==> config.mk <==
export PLATFORM = sky130hd
export DESIGN_NAME = serial_compare_ctrl
export DESIGN_NICKNAME = d
export VERILOG_FILES = /design/src/rtl/serial_compare_ctrl_pkg.sv /design/src/rtl/Comparator_1bit.sv /design/src/rtl/serial_compare_ctrl.sv
export SDC_FILE = /design/constraint.sdc
export NUM_CORES = 1
export LEC_CHECK = 0
export ABC_AREA = 1
export BUFFER_PORTS_ARGS = -buffer_cell sky130_fd_sc_hd__buf_2
export CAP_MARGIN = 10
export CORE_ASPECT_RATIO = 0.9
export CORE_MARGIN = 3
export CORE_UTILIZATION = 55
export DETAILED_ROUTE_END_ITERATION = 12
export GPL_TIMING_DRIVEN = 0
export PLACE_DENSITY = 0.81
export SLEW_MARGIN = 40
export SYNTH_ARGS = -nofsm -noshare
export SYNTH_HDL_FRONTEND = slang
export SYNTH_SLANG_ARGS = --single-unit
==> constraint.sdc <==
create_clock -name Clk -period 1.8 [get_ports Clk]
set_input_delay 0.09 -clock Clk [delete_from_list [all_inputs] [get_ports Clk]]
set_output_delay 0.09 -clock Clk [all_outputs]
set_load 0.01 [all_outputs]
==> src/rtl/serial_compare_ctrl_pkg.sv <==
// Shared definitions for the bit-serial magnitude comparator controller:
// FSM state encoding and the cascade start/reset values.
package serial_compare_ctrl_pkg;

    // 2-bit state encoding
    localparam logic [1:0] ST_IDLE_ENC = 2'd0;
    localparam logic [1:0] ST_RUN_ENC  = 2'd1;
    localparam logic [1:0] ST_DONE_ENC = 2'd2;

    typedef enum logic [1:0] {
        ST_IDLE = ST_IDLE_ENC,
        ST_RUN  = ST_RUN_ENC,
        ST_DONE = ST_DONE_ENC
    } state_t;

    // Cascade value meaning "no bit examined yet": operands considered equal
    localparam logic CASC_GT_RST = 1'b0;
    localparam logic CASC_LT_RST = 1'b0;
    localparam logic CASC_EQ_RST = 1'b1;

endpackage

==> src/rtl/Comparator_1bit.sv <==
// One stage of an MSB-first magnitude comparator cascade. A decision already
// made by a more significant bit (GT_In/LT_In) is passed through; only while
// the higher bits are still equal does this bit get to decide.
module Comparator_1bit (
    input  logic DataIn0,
    input  logic DataIn1,
    input  logic GT_In,
    input  logic LT_In,
    input  logic EQ_In,
    output logic GT_Out,
    output logic LT_Out,
    output logic EQ_Out
);

    // Combinational cascade step
    always_comb begin
        GT_Out = GT_In | (EQ_In & DataIn0 & ~DataIn1);
        LT_Out = LT_In | (EQ_In & ~DataIn0 & DataIn1);
        EQ_Out = EQ_In & ~(DataIn0 ^ DataIn1);
    end

endmodule

==> src/rtl/serial_compare_ctrl.sv <==
// Bit-serial magnitude comparator controller. Two WIDTH-bit operands are
// latched on Start and fed MSB-first through a single Comparator_1bit, one bit
// per clock, with the GT/LT/EQ cascade held in registers between steps.
//
// Handshake: Start is a request sampled only in IDLE; it is accepted on the
// edge where it is seen high in IDLE. Busy is high for every RUN cycle. Done
// is a one-cycle pulse (never together with Busy) marking GT_Out/LT_Out/EQ_Out
// valid; those outputs then hold until the next accepted Start.
module serial_compare_ctrl
    import serial_compare_ctrl_pkg::*;
#(
    parameter int WIDTH      = 8,
    parameter int EARLY_EXIT = 1
) (
    input  logic             Clk,
    input  logic             Reset,
    input  logic             Start,
    input  logic [WIDTH-1:0] DataA,
    input  logic [WIDTH-1:0] DataB,
    output logic             Busy,
    output logic             Done,
    output logic             GT_Out,
    output logic             LT_Out,
    output logic             EQ_Out,
    output state_t           o_dbg_state
);

    localparam int CW = $clog2(WIDTH);
    localparam logic [CW-1:0] CNT_INIT = CW'(WIDTH - 1);

    state_t           r_state;
    state_t           w_state_nxt;
    logic [WIDTH-1:0] r_sha;
    logic [WIDTH-1:0] r_shb;
    logic [CW-1:0]    r_cnt;
    logic             r_gt;
    logic             r_lt;
    logic             r_eq;
    logic             w_gt;
    logic             w_lt;
    logic             w_eq;
    logic             w_busy;
    logic             w_done;

    // The one shared comparator sees the current MSBs and the stored cascade
    Comparator_1bit u_cmp (
        .DataIn0 (r_sha[WIDTH-1]),
        .DataIn1 (r_shb[WIDTH-1]),
        .GT_In   (r_gt),
        .LT_In   (r_lt),
        .EQ_In   (r_eq),
        .GT_Out  (w_gt),
        .LT_Out  (w_lt),
        .EQ_Out  (w_eq)
    );

    // State register
    always_ff @(posedge Clk) begin
        if (Reset) begin
            r_state <= ST_IDLE;
        end else begin
            r_state <= w_state_nxt;
        end
    end

    // Next-state and status outputs; RUN ends on the last bit or, with early
    // exit, as soon as the freshly computed cascade says the operands differ
    always_comb begin
        w_state_nxt = r_state;
        w_busy      = 1'b0;
        w_done      = 1'b0;
        case (r_state)
            ST_IDLE: begin
                if (Start) begin
                    w_state_nxt = ST_RUN;
                end
            end
            ST_RUN: begin
                w_busy = 1'b1;
                if ((r_cnt == '0) || ((EARLY_EXIT != 0) && !w_eq)) begin
                    w_state_nxt = ST_DONE;
                end
            end
            ST_DONE: begin
                w_done      = 1'b1;
                w_state_nxt = ST_IDLE;
            end
            default: begin
                w_state_nxt = ST_IDLE;
            end
        endcase
    end

    // Datapath: load operands on accept, then shift/compare/count in RUN
    always_ff @(posedge Clk) begin
        if (Reset) begin
            r_sha <= '0;
            r_shb <= '0;
            r_cnt <= CNT_INIT;
            r_gt  <= CASC_GT_RST;
            r_lt  <= CASC_LT_RST;
            r_eq  <= CASC_EQ_RST;
        end else begin
            case (r_state)
                ST_IDLE: begin
                    if (Start) begin
                        r_sha <= DataA;
                        r_shb <= DataB;
                        r_cnt <= CNT_INIT;
                        r_gt  <= CASC_GT_RST;
                        r_lt  <= CASC_LT_RST;
                        r_eq  <= CASC_EQ_RST;
                    end
                end
                ST_RUN: begin
                    r_gt  <= w_gt;
                    r_lt  <= w_lt;
                    r_eq  <= w_eq;
                    r_sha <= {r_sha[WIDTH-2:0], 1'b0};
                    r_shb <= {r_shb[WIDTH-2:0], 1'b0};
                    r_cnt <= r_cnt - CW'(1);
                end
                default: begin
                end
            endcase
        end
    end

    assign Busy        = w_busy;
    assign Done        = w_done;
    assign GT_Out      = r_gt;
    assign LT_Out      = r_lt;
    assign EQ_Out      = r_eq;
    assign o_dbg_state = r_state;

endmodule

==> metrics.md <==
| Metric | Value |
|---|---|
| Synth Area in Compound Gates | 7.440% |
| Drt total wl | 2587 um |
| Relative slew margins | 63.16% |
| Number of fillers in the final layout | 187 |
| Dpl ws | 0.5319 ns |
| GRT Total Usage | 21.94% |
| Status | finished clean |
| ANT cells | 0 |
| Vias in the first global route | 1083 |
| CP Class | reg -> out |
| Clock Path Buffers | 2 |
| Global-route wire length before repair | 4436 um |
| Final instance area | 1328 sq um |
| Via-to-Cell Ratio | 5.101 |
| Top cells by area, synth | dfxtp_1 (42%), nor2_1 (13%), nand2_1 (11%) |
| Crit end category | output pin |
| Tcrit/Tclk final | 79.53% |
| Final GP Congestion | 0.8256 |
| I/O Buffers | 24 |
| Setup TNS | 0 ns |
| Grt total ovfl | 0 |
| Post-Synthesis Net Count | 196 |
| Via Count | 1163 |
| GR Layer Usage met1 | 28.52% |
| Adder-cell area share of the yosys netlist | 2.188% |
| Main combinational cell family by area after synthesis | simple AND/OR/NAND/NOR gates |
| Pleak | 0.0006954 uW |
| Io pins | 26 |
| Clock skew | 0.005515 ns |
| Worst VDD drop | 0.0005060 V |
| Maxcap violations | 0 |
| Core area | 1952 sq um |
| Synth Area in XOR/XNOR | 0% |
| Post-synth cell types | 17 |
| Critical path arrival | 1.34 ns |
| Placed insts | 224 |
| P&R area growth vs syn | 16.08% |
| Sequential cell area | 480.5 sq um |
| Hpwl dp | 1959 um |
| Yosys reg bits | 24 |
| Post-synthesis sequential area ratio | 42.01% |
| Initial Util | 58.59% |
| PnR worst setup slack | 0.3685 ns |
| Critical Path Source Type | flop |
| Post-Syn Area per Cell | 6.535 sq um |
| Hold Slack | 0.02749 ns |
| Area share of and/or/nand/nor cells after synthesis | 36.76% |
| CTS Root Cell | clkbuf_4 |
| Setup crit start | o_dbg_state[0] |
| YS warnings | 0 |
| M2 GR Usage | 35.48% |
| Antenna viol nets, final | 0 |
| Final period demand of the worst path | 1.431 ns |
| Worst slew pin tran | 0.5527 ns |
| Starting DRT DRC Count | 49 |
| CTS tree | built |
| Multi-input combinational cell area | 530.5 sq um |
| Pwr per Cell Area | 821.3 nW/um^2 |
| Rows | 15 |
| First-pass detailed-route iteration total | 4 |
| Post-Syn Instances | 175 |
| Critical path fanouts, max | 10 |
| Area after DPL | 1295 sq um |
| DRC viols | 0 |
| Mux cell area share after synthesis | 0% |
| Endpoints failing setup | 0 |
| Final cell count without fillers | 228 |
| Hold Violations, Final | 0 |
| Met3 usage | 5.199% |
| Synth Cell Area | 1144 sq um |
| Die span in y | 49.26 um |
| Worst min-delay path class | in -> reg |
| Yosys top cell by area | dfxtp_1 |
| Largest net degree at the start of global routing | 13 |
| GR peak layer | met2 |
| Start point of the worst hold path | DataA[0] |
| Clock sink count | 24 |
| Max-slew violations | 0 |
| RSZ-0062 raised after global routing | no |
| Max Fclk | 698.6 MHz |
| FF-to-FF Start | o_dbg_state[1] |
| Share of cells above drive strength 1 | 19.70% |
| Total CTS buffers | 3 |
| Nets | 226 |
| DR WL/cell | 11.35 um |
| Die footprint | 2663 sq um |
| Die W | 54.07 um |
| Initial antenna violation count | 0 |
| Reg clk slew, reported paths | 0.13 ns |
| Htree depth | 1 |
| CP Data Required Time | 1.71 ns |
| Top-area cell type share of the netlist area | 42.01% |
| Clk_lat worst skew | 0.31 ns |
| Post-CTS Resized | 0 |
registers in the layout (all words and copies together) (netlist names):
register,flops
r_shb,8
GT_Out,1
o_dbg_state,2
r_sha,8
r_cnt,3
EQ_Out,1
LT_Out,1
per-stage QoR:
step / power, uW / util, %
2_1_floorplan: 786.5 / -
3_3_place_gp: 855.6 / 66.35
3_5_place_dp: 866.8 / 66.35
4_1_cts: 1101 / 68.01
5_1_grt: 1162 / 68.01
6_report: 1090 / 68.01
kinds of logic after synthesis:
family                   count (synthesis)
AND/OR/NAND/NOR                        101
buffers and inverters                   32
flip-flops                              24
AO/OA/AOI/OAI                           16
adder cells (fa/ha/maj)                  2
layer usage:
layer  vias to the layer above  routed length (um)
met2                        45                1181
met3                         2                 228
met4                         0                  17
met1                       522                1160
met5                         -                   0
li1                        594                   -
Yosys cell counts, drive strengths merged:
cell type	count
inv	25
buf	5
a21oi	6
nand3	23
clkbuf	2
o211ai	2
nor2	42
o21ai	8
nand2	36
ha	2
dfxtp	24
area by class of cell:
class / instances / share of cell area (%)
clock buffer: 3 / 1.697
sequential: 24 / 36.19
buffer: 7 / 2.922
inverter: 25 / 7.069
multi-input combinational: 119 / 39.96
timing repair buffer: 25 / 9.802
tap: 25 / 2.356
critical path: stages (launching register included):
cell and delay, ns:
dfxtp_1 0.43, inv_1 0.07, nor2_2 0.17, buf_4 0.21
buf_2 0.14
path summary, 6_finish.rpt:
| kind | slack, ns | to | cells past startpoint |
|---|---|---|---|
| worst max register to register | 0.51 | r_sha[3] | 7 |
| worst min register to register | 0.46 | LT_Out | 2 |
| worst max-delay path | 0.37 | Busy | 4 |
| worst min-delay path | 0.03 | r_sha[0] | 3 |
repair_timing:
action | CTS | global route
hold endpoints to repair | 1 | 0
hold buffers | 1 | 0
buffers inserted | 0 | 0
power by group:
group | switching [uW] | internal [uW]
clock | 154 | 78.3
sequential | 24.8 | 574
combinational | 163 | 96.2
layout by cell type (no fill, tap or decap), drive strengths merged:
cell and n:
nor2 42, dlygate4sd3 1, nand3 23, a21oi 6, ha 2, nand2 36, clkbuf 5, o21ai 8
buf 29, o211ai 2, inv 25, dfxtp 24
No activity file was read; power rests on OpenSTA's default activity.
